$ cat src/rtl/timer_cnt_ctrl_pkg.sv
// Shared timer definitions: counting modes, sequencer states and default counter width.
package timer_cnt_ctrl_pkg;

  localparam int CNT_W_DEFAULT = 32;

  typedef enum logic [1:0] {
    TMR_FREE     = 2'd0,
    TMR_PERIODIC = 2'd1,
    TMR_ONESHOT  = 2'd2
  } tmr_mode_e;

  typedef enum logic [1:0] {
    ST_IDLE = 2'd0,
    ST_RUN  = 2'd1,
    ST_HALT = 2'd2,
    ST_DONE = 2'd3
  } tmr_state_e;

endpackage

$ cat src/rtl/timer_cnt_ctrl.sv
// Main-counter sequencer: mode FSM, prescaler-gated counter, compare match,
// sticky interrupt flag and debug-halt handshake.
module timer_cnt_ctrl
  import timer_cnt_ctrl_pkg::*;
#(
  parameter int CNT_W = CNT_W_DEFAULT
) (
  input  logic             clk,
  input  logic             rst_n,
  input  logic             timer_en,
  input  logic             tick,
  input  logic [1:0]       mode,
  input  logic [CNT_W-1:0] cmp_val,
  input  logic             cnt_wr,
  input  logic [CNT_W-1:0] cnt_wdata,
  input  logic             int_en,
  input  logic             int_clr,
  input  logic             halt_req,
  output logic [CNT_W-1:0] cnt_val,
  output logic             int_flag,
  output logic             irq,
  output logic             halt_ack,
  output logic             running
);

  tmr_state_e       state_reg, state_next;
  logic [CNT_W-1:0] cnt_reg;
  logic             flag_reg;
  logic             run_tick;
  logic             match_evt;

  // A software write suppresses both counting and match evaluation that cycle.
  assign run_tick  = (state_reg == ST_RUN) && tick && !cnt_wr;
  assign match_evt = run_tick && (cnt_reg == cmp_val);

  always_ff @(posedge clk or negedge rst_n) begin
    if (!rst_n) begin
      state_reg <= ST_IDLE;
    end else begin
      state_reg <= state_next;
    end
  end

  always_comb begin
    state_next = state_reg;
    case (state_reg)
      ST_IDLE: begin
        if (timer_en) state_next = ST_RUN;
      end
      ST_RUN: begin
        // Halt request wins over a coincident one-shot completion.
        if (!timer_en)                               state_next = ST_IDLE;
        else if (halt_req)                           state_next = ST_HALT;
        else if (match_evt && (mode == TMR_ONESHOT)) state_next = ST_DONE;
      end
      ST_HALT: begin
        if (!timer_en)     state_next = ST_IDLE;
        else if (!halt_req) state_next = ST_RUN;
      end
      ST_DONE: begin
        if (!timer_en)   state_next = ST_IDLE;
        else if (cnt_wr) state_next = ST_RUN;
      end
      default: state_next = ST_IDLE;
    endcase
  end

  always_ff @(posedge clk or negedge rst_n) begin
    if (!rst_n) begin
      cnt_reg  <= '0;
      flag_reg <= 1'b0;
    end else begin
      if (cnt_wr) begin
        cnt_reg <= cnt_wdata;
      end else if (run_tick) begin
        if (match_evt && (mode == TMR_PERIODIC)) begin
          cnt_reg <= '0;
        end else if (match_evt && (mode == TMR_ONESHOT)) begin
          cnt_reg <= cnt_reg;
        end else begin
          // Free-run and the reserved mode both wrap naturally.
          cnt_reg <= cnt_reg + CNT_W'(1);
        end
      end

      if (match_evt) begin
        flag_reg <= 1'b1;
      end else if (int_clr) begin
        flag_reg <= 1'b0;
      end
    end
  end

  assign cnt_val  = cnt_reg;
  assign int_flag = flag_reg;
  assign irq      = flag_reg & int_en;
  assign halt_ack = (state_reg == ST_HALT);
  assign running  = (state_reg == ST_RUN);

endmodule

$ cat config.mk
export PLATFORM = sky130hd
export DESIGN_NAME = timer_cnt_ctrl
export DESIGN_NICKNAME = d
export VERILOG_FILES = /design/src/rtl/timer_cnt_ctrl_pkg.sv /design/src/rtl/timer_cnt_ctrl.sv
export SDC_FILE = /design/constraint.sdc
export NUM_CORES = 1
export LEC_CHECK = 0
export BUFFER_PORTS_ARGS = -buffer_cell sky130_fd_sc_hd__buf_2
export CORE_MARGIN = 5
export CORE_UTILIZATION = 49
export CTS_CLUSTER_DIAMETER = 30
export DETAILED_ROUTE_END_ITERATION = 8
export PLACE_DENSITY = 0.78
export SYNTH_ARGS = -nofsm -noshare
export SYNTH_HDL_FRONTEND = slang
export SYNTH_SLANG_ARGS = --single-unit
$ cat constraint.sdc
create_clock -name clk -period 2.6 [get_ports clk]
set_input_delay 0.65 -clock clk [delete_from_list [all_inputs] [get_ports clk]]
set_output_delay 0.65 -clock clk [all_outputs]
set_load 0.02 [all_outputs]
==> results of run 1 <==
==> cell type report <==
class | instances | area, µm² | share of cell area [%]
Clock buffer | 8 | 100.1 | 2.784
Multi-Input combinational cell | 229 | 1603 | 44.57
Inverter | 21 | 78.83 | 2.192
Tap cell | 70 | 87.58 | 2.436
Timing Repair Buffer | 143 | 850.8 | 23.66
Sequential cell | 35 | 875.8 | 24.36
==> what timing repair did <==
item	in CTS	in global routing
endpoints found under the hold margin	0	0
resized for setup	0	6
setup endpoints to repair	0	23
hold buffers	0	0
==> cells in the mapped netlist, types with 3 or more instances <==
master | count | share of area (%)
o21ai_1 | 17 | 3.3
or2_2 | 3 | 0.72
a22oi_1 | 3 | 0.86
nor4_1 | 9 | 2.2
a22o_1 | 25 | 8.4
xor2_1 | 27 | 9.0
inv_1 | 21 | 3.0
nor3_1 | 9 | 1.7
dfrtp_1 | 35 | 34
and3_1 | 14 | 3.4
o31ai_1 | 3 | 0.86
xnor2_1 | 5 | 1.7
buf_6 | 3 | 1.3
a32oi_1 | 6 | 2.0
nand4_1 | 5 | 1.2
clkbuf_1 | 9 | 1.3
nand3_1 | 8 | 1.5
o2bb2ai_1 | 8 | 2.7
nor2_1 | 16 | 2.3
and2_1 | 3 | 0.72
buf_2 | 3 | 0.57
o21ai_0 | 12 | 2.3
a32o_1 | 13 | 5.0
nand2_1 | 19 | 2.7
==> power groups by stage <==
| stage | registers [µW] | clock network (µW) | logic (µW) |
|---|---|---|---|
| 2_1_floorplan | 819 | 0 | 263 |
| 4_1_cts | 704 | 454 | 693 |
| 6_report | 706 | 452 | 707 |
| 3_3_place_gp | 712 | 0 | 677 |
| 3_5_place_dp | 714 | 0 | 688 |
| 5_1_grt | 715 | 482 | 764 |
==> per-stage QoR <==
stage	TNS [ns]	hold WS, ns
final	0	0.4587
after global routing	0	0.5243
after CTS	0	0.4769
after detailed placement	-6.248	0.5341
after global placement	-6.654	0.5245
after floorplan	0	0.3544
==> worst max path at each step <==
stage / startpoint / end / slack, ns / depth (start not counted)
final: cmp_val[10] / cnt_val[25] / 0.08 / 9
after global routing: state_reg[1] / cnt_val[26] / 0.004 / 9
after CTS: cmp_val[10] / cnt_val[7] / 0.07 / 9
after detailed placement: cmp_val[10] / cnt_val[7] / -0.22 / 9
after global placement: cmp_val[10] / cnt_val[3] / -0.24 / 9
after floorplan: tick / cnt_val[21] / 0.12 / 8
==> logic make-up (layout without fill, tap and decap cells) <==
family / after synthesis / count (layout) / synth area share [%]
DFF: 35 / 35 / 33.51
adders and majority gates: 1 / 1 / 0.4786
buffers and inverters: 38 / 172 / 6.749
and+or+nand+nor: 98 / 98 / 20.11
xor gates and xnor gates: 32 / 32 / 10.72
AOI/OAI and AO/OA: 98 / 98 / 28.43
==> layer usage <==
layer  GRT usage (%)  routed length, µm  vias up
met5               0                  0        -
met1           34.73               3697     1405
met4           7.429                172        0
li1                -                  -     1402
met2           38.99               4078      203
met3           5.347                866       22
==> summary.txt, run 1 <==
Timing
  • Final setup fails: 0
  • Slew @ Worst Pin: 0.8393 ns
  • Final Hold Fails: 0
  • Final cycle utilization of the critical path: 97.08%
  • RSZ-0062 raised after global routing: no
  • Clock skew: 0.006326 ns
  • Fmax: 0.3962 GHz
  • Final Max Slew Viols: 0
  • Setup WS post-layout: 0.07602 ns
  • Relative slew slack: 44.05%
  • Tmin final: 2.524 ns

Place
  • DP HPWL: 6.633 mm
  • Placed cell count: 498
  • Placed cell areas: 3457 µm²
  • Pre-CTS setup slack: -0.2233 ns
  • RePlAce Congestion: 0.9547
  • PortBufs: 109

Clocking
  • # H-tree levels: 2
  • Clock Tree Buf Depth: 2
  • TritonCTS clock tree: yes
  • Root Driver: clkbuf_8
  • Post-CTS setup buffers: 0
  • Clock transition at the registers of the reported paths: 0.07 ns
  • TritonCTS Buffers: 5
  • Sink Count: 35
  • Worst skew pair latency: 0.29 ns

GRT
  • Largest net degree at the start of global routing: 36
  • Total GRT Usage: 24.99%
  • GRT Residual Overflow: 0
  • Global-route wire length before repair: 14.19 mm
  • Vias in the first global route: 2,938
  • Initial antenna violation count: 0

Logic synthesis
  • FF+latch count, synth: 35
  • Syn_nets: 377
  • Synth Area per Inst: 8.655 µm²
  • Ys flop type: dfrtp_1
  • Mapped Cells: 302
  • Seq/Total Area, Yosys: 33.51%
  • Async set or reset register ratio after synthesis: 100.0%
  • Synth unique cells: 43
  • Synth warn: 0
  • Mapped cell area: 2614 µm²
  • EDFF count, synth: 0

Power and ir drop
  • Sequential Power Share: 37.8%
  • Combinational power share: 37.9%
  • Sw power: 696.2 µW
  • Internal power: 1170 µW
  • Power density over the cells: 519.0 nW/µm²
  • Maximum vdd ir drop: 0.3538 mV
  • Clock share of power: 24.2%
  • Switching Share: 37.30%
  • LEAKAGE: 0.001768 µW
  • Tot Pwr: 1866 µW

Critical path
  • Max incr delay on CP: 0.52 ns
  • Startpoint class of the critical path: input port
  • Data arrival, critical path: 2.70 ns
  • Reg2reg path depth: 8
  • Setup Crit Path Kind: input port to flip-flop
  • Crit. End Element: flip-flop
  • Crit path max-delay family: simple AND/OR/NAND/NOR gates
  • Slowest CP cell: or4_4
  • Buf/Inv on CP: 2
  • CP max FO: 26
  • CP cell instances: buf_2, xnor2_1, nand4_1, or4_4, nor4_4, nor2_2, buf_12, a32o_1, a22o_1
  • Req. time, crit path: 2.78 ns
  • RR Endpoint: cnt_val[25]
  • R2R Path Start: cnt_val[10]
  • R2r setup slk: 0.11 ns

Detailed routing
  • DRT Pass-1 Iters: 6
  • Initial drt markers: 236
  • Via count: 3,032
  • Post-DRT Antenna Nets: 0
  • Vias/cell: 5.992
  • Drt drc: 0
  • Average wire per standard cell: 17.42 µm
  • Wirelength, routed: 8.814 mm

Floorplan
  • Initial Util: 50.85%
  • Ports: 110
  • Row Count: 26
  • Full die area: 6895 µm²
  • Core area: 5140 µm²
  • Die width: 83.04 µm
  • Die height: 83.04 µm

Cells and area
  • Fraction of layout cells with a size suffix above 1: 37.16%
  • N_diodes: 0
  • Final Non-Filler Cells: 506
  • Most frequent cells in the layout: buf_2 (109), dfrtp_1 (35), buf_4 (30)
  • Commonest non-fill, non-tap cell in the layout: buf_2
  • Max reg flops: 32
  • Fillers: 436
  • Layout net count: 510
  • Finished Cell Area: 3596 µm²
  • Layout area overhead: 37.58%
  • Fin util: 69.96%

Job
  • Max Cap Viol: 0

Hold path
  • HP Class: input port to asynchronous set/reset pin

Status
  • Status: complete, no violations
Power figures use the tool's default switching activity.
==> inputs of run 2 (changes only) <==
--- a/config.mk
+++ b/config.mk
@@ -12,4 +12,5 @@
 export DETAILED_ROUTE_END_ITERATION = 8
 export PLACE_DENSITY = 0.78
+export SLEW_MARGIN = 30
 export SYNTH_ARGS = -nofsm -noshare
 export SYNTH_HDL_FRONTEND = slang
==> constraint.sdc (replaced) <==
create_clock -name clk -period 2.6 [get_ports clk]
set_input_delay 0.13 -clock clk [delete_from_list [all_inputs] [get_ports clk]]
set_output_delay 0.13 -clock clk [all_outputs]
set_load 0.02 [all_outputs]
==> summary.txt, run 2 (same netlist as run 1, synthesis figures left out) <==
Critical path
  • Crit. End Element: flip-flop (unchanged)
  • Req. time, crit path: 2.82 ns (was 2.78 ns)
  • CP max FO: 16 (was 26)
  • Startpoint class of the critical path: flip-flop (was input port)
  • Data arrival, critical path: 2.71 ns (was 2.70 ns)
  • Setup Crit Path Kind: flip-flop to flip-flop (was input port to flip-flop)

Cells and area
  • Fillers: 444 (was 436)
  • Layout net count: 505 (was 510)
  • Commonest non-fill, non-tap cell in the layout: buf_2 (unchanged)
  • N_diodes: 0 (unchanged)
  • Layout area overhead: 34.37% (was 37.58%)
  • Most frequent cells in the layout: buf_2 (109), dfrtp_1 (35), xor2_1 (27) (was buf_2 (109), dfrtp_1 (35), buf_4 (30))
  • Max reg flops: 32 (unchanged)
  • Multi-input gate area: 1598 µm² (was 1603 µm²)
  • Finished Cell Area: 3512 µm² (was 3596 µm²)
  • Fraction of layout cells with a size suffix above 1: 35.73% (was 37.16%)
  • Register Area: 875.8 µm² (unchanged)

Timing
  • Final Hold Fails: 0 (unchanged)
  • Clock skew: 0.005176 ns (was 0.006326 ns)
  • Slew @ Worst Pin: 0.8463 ns (was 0.8393 ns)
  • Hold WS: 0.02782 ns (was 0.4587 ns)
  • Tmin final: 2.494 ns (was 2.524 ns)
  • Setup TNS Final: 0 ns (unchanged)
  • RSZ-0062 raised after global routing: no (unchanged)
  • Final cycle utilization of the critical path: 95.93% (was 97.08%)
  • Final setup fails: 0 (unchanged)
  • Final Max Slew Viols: 0 (unchanged)
  • Relative slew slack: 43.58% (was 44.05%)
  • Fmax: 0.4010 GHz (was 0.3962 GHz)

Floorplan
  • Die width: 83.04 µm (unchanged)
  • Ports: 110 (unchanged)
  • Core area: 5140 µm² (unchanged)
  • Full die area: 6895 µm² (unchanged)
  • Die height: 83.04 µm (unchanged)
  • Initial Util: 50.85% (unchanged)
  • Row Count: 26 (unchanged)

Power and ir drop
  • Internal power: 1116 µW (was 1170 µW)
  • LEAKAGE: 0.001714 µW (was 0.001768 µW)
  • Sw power: 687.8 µW (was 696.2 µW)
  • Maximum vdd ir drop: 0.2927 mV (was 0.3538 mV)
  • Combinational power share: 39.8% (was 37.9%)
  • Sequential Power Share: 38.4% (was 37.8%)
  • Power density over the cells: 513.7 nW/µm² (was 519.0 nW/µm²)
  • Clock share of power: 21.7% (was 24.2%)
  • Switching Share: 38.13% (was 37.30%)

Clocking
  • TritonCTS clock tree: yes (unchanged)
  • Post-CTS setup buffers: 0 (unchanged)
  • Clock Tree Buf Depth: 2 (unchanged)
  • Root Driver: clkbuf_8 (unchanged)
  • TritonCTS Buffers: 5 (unchanged)
  • Worst skew pair latency: 0.29 ns (about the same)
  • Sink Count: 35 (unchanged)
  • # H-tree levels: 2 (unchanged)
  • Clock transition at the registers of the reported paths: 0.07 ns (about the same)

Detailed routing
  • Drt drc: 0 (unchanged)
  • Via count: 2,990 (was 3,032)
  • Met3 wire len: 816 µm (was 866 µm)
  • Initial drt markers: 273 (was 236)
  • DRT Pass-1 Iters: 5 (was 6)
  • WL met1: 3.807 mm (was 3.697 mm)
  • Average wire per standard cell: 17.90 µm (was 17.42 µm)
  • Post-DRT Antenna Nets: 0 (unchanged)
  • Wirelength, routed: 8.968 mm (was 8.814 mm)
  • Vias/cell: 5.968 (was 5.992)
  • Top layer reached by signal wires: met4 (unchanged)
  • Met2 Routed Length: 4.155 mm (was 4.078 mm)

Place
  • Placed cell areas: 3392 µm² (was 3457 µm²)
  • DP HPWL: 6.610 mm (was 6.633 mm)
  • PortBufs: 109 (unchanged)
  • RePlAce Congestion: 0.9190 (was 0.9547)

GRT
  • Global-route wire length before repair: 14.78 mm (was 14.19 mm)
  • GRT Residual Overflow: 0 (unchanged)
  • Vias in the first global route: 2,987 (was 2,938)
  • Total GRT Usage: 25.83% (was 24.99%)
  • Largest net degree at the start of global routing: 49 (was 36)
  • Initial antenna violation count: 0 (unchanged)

Job
  • Max Cap Viol: 0 (unchanged)

Status
  • Status: complete, no violations (unchanged)

Hold path
  • HP Class: input port to flip-flop (was input port to asynchronous set/reset pin)
[run 2: cell types whose count changed in the layout (fill, tap and decap cells not counted), sizes merged]
cell,change
buf,-6
clkbuf,-1
clkinv,+1
dlygate4sd3,+1
[run 2: layer usage]
metal	vias to the layer above	GRT usage (%)
met5	-	0
met4	0	7.429
met3	17	7.327
met2	192	41.55
met1	1397	33.81
li1	1384	-
[run 2: what timing repair did]
action | CTS | global route
endpoints found under the hold margin | 35 | 0
gates resized for setup | 0 | 5
endpoints found under the setup margin | 0 | 31
hold buffers | 1 | 0
[run 2: worst paths after layout]
path | startpoint | slack (ns) | to | cells after the start
hold / removal | int_clr | 0.03 | int_flag | 2
setup reg to reg | cnt_val[26] | 0.11 | cnt_val[26] | 8
max in group asynchronous | rst_n | 1.59 | cnt_val[18] | 2
hold reg to reg | int_flag | 0.56 | int_flag | 2
min in group asynchronous | rst_n | 0.48 | cnt_val[5] | 2
setup / recovery | cnt_val[26] | 0.11 | cnt_val[26] | 8
[run 2: critical path, cell delays in order (launching register included)]
cell and delay [ns]:
dfrtp_1 0.44, xor2_1 0.18, nor4_1 0.39, nand4_1 0.26
buf_4 0.22, nor4_2 0.36, or2_4 0.33, a21oi_1 0.07
o22ai_1 0.18
[run 2: final cells by class]
class | count | share of cell area (%)
Tap cell | 70 | 2.494
Inverter | 21 | 2.244
Timing Repair Buffer | 138 | 22.52
Sequential cell | 35 | 24.94
Clock inverter | 1 | 0.1425
Clock buffer | 7 | 2.173
Multi-Input combinational cell | 229 | 45.49
[run 2: power groups by stage]
stage | Combinational (µW) | Sequential (µW) | Clock, µW
floorplan | 263 | 819 | 0
global placement | 688 | 699 | 0
detailed placement | 700 | 702 | 0
CTS | 705 | 692 | 395
global route | 780 | 703 | 421
finish | 719 | 693 | 392
[run 2: metrics by stage]
step,total power [µW],worst slack (ns),cells,utilization [%]
6_report,1804,0.1059,501,68.33
5_1_grt,1904,0.01429,501,68.33
4_1_cts,1792,0.006746,501,67.77
3_5_place_dp,1402,0.04300,492,65.99
3_3_place_gp,1387,0.1293,492,65.90
2_1_floorplan,1082,0.2455,302,-
==> inputs of run 3 (changes only) <==
- ABC_AREA: unset -> 1
- CORE_UTILIZATION: 49 -> 52
==> summary.txt, run 3 <==
Status
  • Status: complete, no violations (unchanged)

Power and ir drop
  • Switching Share: 50.93% (was 38.13%)
  • LEAKAGE: 0.002491 µW (was 0.001714 µW)
  • Sw power: 1482 µW (was 687.8 µW)
  • Internal power: 1428 µW (was 1116 µW)
  • Sequential Power Share: 36.0% (was 38.4%)
  • Maximum vdd ir drop: 0.4682 mV (was 0.2927 mV)
  • Combinational power share: 49.3% (was 39.8%)
  • Clock share of power: 14.7% (was 21.7%)
  • Power density over the cells: 717.9 nW/µm² (was 513.7 nW/µm²)

Cells and area
  • Max reg flops: 32 (unchanged)
  • Layout net count: 792 (was 505)
  • N_diodes: 0 (unchanged)
  • Finished Cell Area: 4053 µm² (was 3512 µm²)
  • Most frequent cells in the layout: nand2_1 (311), buf_2 (109), inv_1 (73) (was buf_2 (109), dfrtp_1 (35), xor2_1 (27))
  • Fraction of layout cells with a size suffix above 1: 18.97% (was 35.73%)
  • Commonest non-fill, non-tap cell in the layout: nand2_1 (was buf_2)
  • Layout area overhead: 20.68% (was 34.37%)

Timing
  • Setup TNS Final: 0 ns (unchanged)
  • Fmax: 0.4611 GHz (was 0.4010 GHz)
  • RSZ-0062 raised after global routing: no (unchanged)
  • Setup WS post-layout: 0.4311 ns (was 0.1059 ns)
  • Final cycle utilization of the critical path: 83.42% (was 95.93%)
  • Final Max Slew Viols: 0 (unchanged)
  • Clock skew: 0.007066 ns (was 0.005176 ns)
  • Final setup fails: 0 (unchanged)
  • Relative slew slack: 43.59% (was 43.58%)
  • Slew @ Worst Pin: 0.8461 ns (was 0.8463 ns)
  • Final Hold Fails: 0 (unchanged)
  • Tmin final: 2.169 ns (was 2.494 ns)

Detailed routing
  • Via count: 3,977 (was 2,990)
  • Average wire per standard cell: 14.01 µm (was 17.90 µm)
  • DRT Pass-1 Iters: 5 (unchanged)
  • Drt drc: 0 (unchanged)
  • Post-DRT Antenna Nets: 0 (unchanged)
  • Vias/cell: 5.009 (was 5.968)
  • Wirelength, routed: 11.12 mm (was 8.968 mm)
  • Initial drt markers: 231 (was 273)

Place
  • PortBufs: 109 (unchanged)
  • Placed cell areas: 3955 µm² (was 3392 µm²)
  • DP HPWL: 8.765 mm (was 6.610 mm)
  • Pre-CTS setup slack: 0.4704 ns (was 0.04300 ns)
  • RePlAce Congestion: 0.9898 (was 0.9190)

Logic synthesis
  • Top cells by count, synth: nand2_1 (311), inv_1 (73), nor2_1 (52) (was dfrtp_1 (35), xor2_1 (27), a22o_1 (25))
  • Synth top area share: 34.76% (was 33.51%)
  • Synth Area per Inst: 5.514 µm² (was 8.655 µm²)
  • EDFF count, synth: 0 (unchanged)
  • Synth warn: 0 (unchanged)
  • Most frequent cell after synthesis: nand2_1 (was dfrtp_1)
  • Ys flop type: dfrtp_1 (unchanged)
  • Syn_nets: 684 (was 377)
  • Mapped Cells: 609 (was 302)
  • Seq/Total Area, Yosys: 26.08% (was 33.51%)
  • Mapped cell area: 3358 µm² (was 2614 µm²)
  • Synth unique cells: 31 (was 43)
  • Synth top area cells: nand2_1 (35%), dfrtp_1 (26%), inv_1 (8.2%), nand3_1 (6.9%), xor2_1 (6.5%) (was dfrtp_1 (34%), xor2_1 (9.0%), a22o_1 (8.4%), a32o_1 (5.0%), and3_1 (3.4%))
  • Async set or reset register ratio after synthesis: 100.0% (unchanged)
  • Top cell type by total area after synthesis: nand2_1 (was dfrtp_1)
  • FF+latch count, synth: 35 (unchanged)

GRT
  • Vias in the first global route: 3,984 (was 2,987)
  • Total GRT Usage: 27.59% (was 25.83%)
  • GRT Residual Overflow: 0 (unchanged)
  • Global-route wire length before repair: 18.89 mm (was 14.78 mm)
  • Initial antenna violation count: 0 (unchanged)
  • Largest net degree at the start of global routing: 36 (was 49)

Clocking
  • # H-tree levels: 2 (unchanged)
  • Clock transition at the registers of the reported paths: 0.08 ns (was 0.07 ns)
  • Clock Tree Buf Depth: 2 (unchanged)
  • Sink Count: 35 (unchanged)
  • Worst skew pair latency: 0.29 ns (about the same)
  • TritonCTS clock tree: yes (unchanged)
  • Post-CTS Resized: 0 (unchanged)
  • Root Driver: clkbuf_8 (unchanged)
  • TritonCTS Buffers: 5 (unchanged)

Floorplan
  • Row Count: 29 (was 26)
  • Die height: 90.36 µm (was 83.04 µm)
  • Core area: 6314 µm² (was 5140 µm²)
  • Die width: 90.36 µm (was 83.04 µm)
  • Ports: 110 (unchanged)
  • Full die area: 8165 µm² (was 6895 µm²)
  • Initial Util: 53.19% (was 50.85%)

Hold path
  • HP Class: input port to flip-flop (unchanged)

Critical path
  • Setup Crit Path Kind: flip-flop to flip-flop (unchanged)
  • Buf/Inv on CP: 2 (was 1)
  • Startpoint class of the critical path: flip-flop (unchanged)
  • Crit. End Element: flip-flop (unchanged)
  • Crit path max-delay family: simple AND/OR/NAND/NOR gates (unchanged)
  • Data arrival, critical path: 2.35 ns (was 2.71 ns)
  • Slowest CP cell: dfrtp_1 (unchanged)
  • CP cell instances: inv_1, nand2_1, nand4_1, nor2_1, nand2_1, nor2_1, nand3_2, o21ai_4, inv_2, nand2_1, nand2_1 (was xor2_1, nor4_1, nand4_1, buf_4, nor4_2, or2_4, a21oi_1, o22ai_1)
  • Req. time, crit path: 2.78 ns (was 2.82 ns)
  • CP most frequent cell: nand2_1
  • Max incr delay on CP: 0.48 ns (was 0.44 ns)
  • CP max FO: 32 (was 16)

Job
  • Max Cap Viol: 0 (unchanged)
[run 3: power groups by stage]
stage	sequential, µW	clock (µW)	combinational, µW
floorplan	1130	0	828
global placement	1030	0	1410
detailed placement	1050	0	1430
CTS	1040	428	1440
global route	1080	453	1630
finish	1050	428	1440
[run 3: worst paths after layout]
check | slack, ns | cells past startpoint | from | endpoint
setup / recovery | 0.43 | 11 | cnt_val[26] | cnt_val[0]
min in group asynchronous | 0.48 | 2 | rst_n | cnt_val[14]
hold reg to reg | 0.55 | 2 | int_flag | int_flag
max in group asynchronous | 1.59 | 2 | rst_n | cnt_val[27]
setup reg to reg | 0.43 | 11 | cnt_val[26] | cnt_val[0]
hold / removal | 0.02 | 2 | int_clr | int_flag
[run 3: timing repair]
item | 4_1_cts | 5_1_grt
endpoints found under the hold margin | 35 | 0
hold buffers | 1 | 0
buffers inserted | 0 | 0
[run 3: per-stage QoR]
| stage | hold slack, ns | util [%] | std cells | total power [µW] |
|---|---|---|---|---|
| 6_report | 0.02177 | 64.19 | 794 | 2909 |
| 4_1_cts | 0.02372 | 64.19 | 794 | 2906 |
| 2_1_floorplan | -0.1656 | - | 609 | 1961 |
| 3_5_place_dp | 0.2796 | 62.64 | 786 | 2480 |
| 5_1_grt | 0.05916 | 64.19 | 794 | 3160 |
| 3_3_place_gp | 0.2731 | 62.64 | 786 | 2447 |
[run 3: layout make-up]
type                       count  area (µm²)
clock buffer                   6       82.58
clock inverter                 1       5.005
fill                         663        2261
inverter                      85       319.1
multi-input combinational    473        2066
sequential                    35       875.8
tap                           77       96.34
timing repair buffer         117       608.1
[run 3: metal layers]
metal / up-vias / GRT usage (%) / wire length [µm]
met1: 1760 / 38.14 / 5051
met5: - / 0 / 0
met3: 19 / 3.833 / 821
met4: 0 / 5.955 / 198
met2: 153 / 45.73 / 5051
li1: 2045 / - / -
[run 3: cells by family (layout without fill, tap and decap cells)]
| logic type | Yosys count | in the layout | synth area share [%] |
|---|---|---|---|
| and+or+nand+nor | 436 | 436 | 52.09 |
| AOI/OAI and AO/OA | 9 | 9 | 2.012 |
| buffers and inverters | 101 | 209 | 12.41 |
| xor gates and xnor gates | 27 | 27 | 7.042 |
| DFF | 35 | 35 | 26.08 |
| adders and majority gates | 1 | 1 | 0.3725 |
[run 3: worst register-to-register path, stage by stage, from the launching register on]
cell and delay [ns]:
dfrtp_1 0.48, inv_1 0.12, nand2_1 0.10, nand4_1 0.11, nor2_1 0.10, nand2_1 0.09
nor2_1 0.23, nand3_2 0.16, o21ai_4 0.17, inv_2 0.26, nand2_1 0.17, nand2_1 0.06
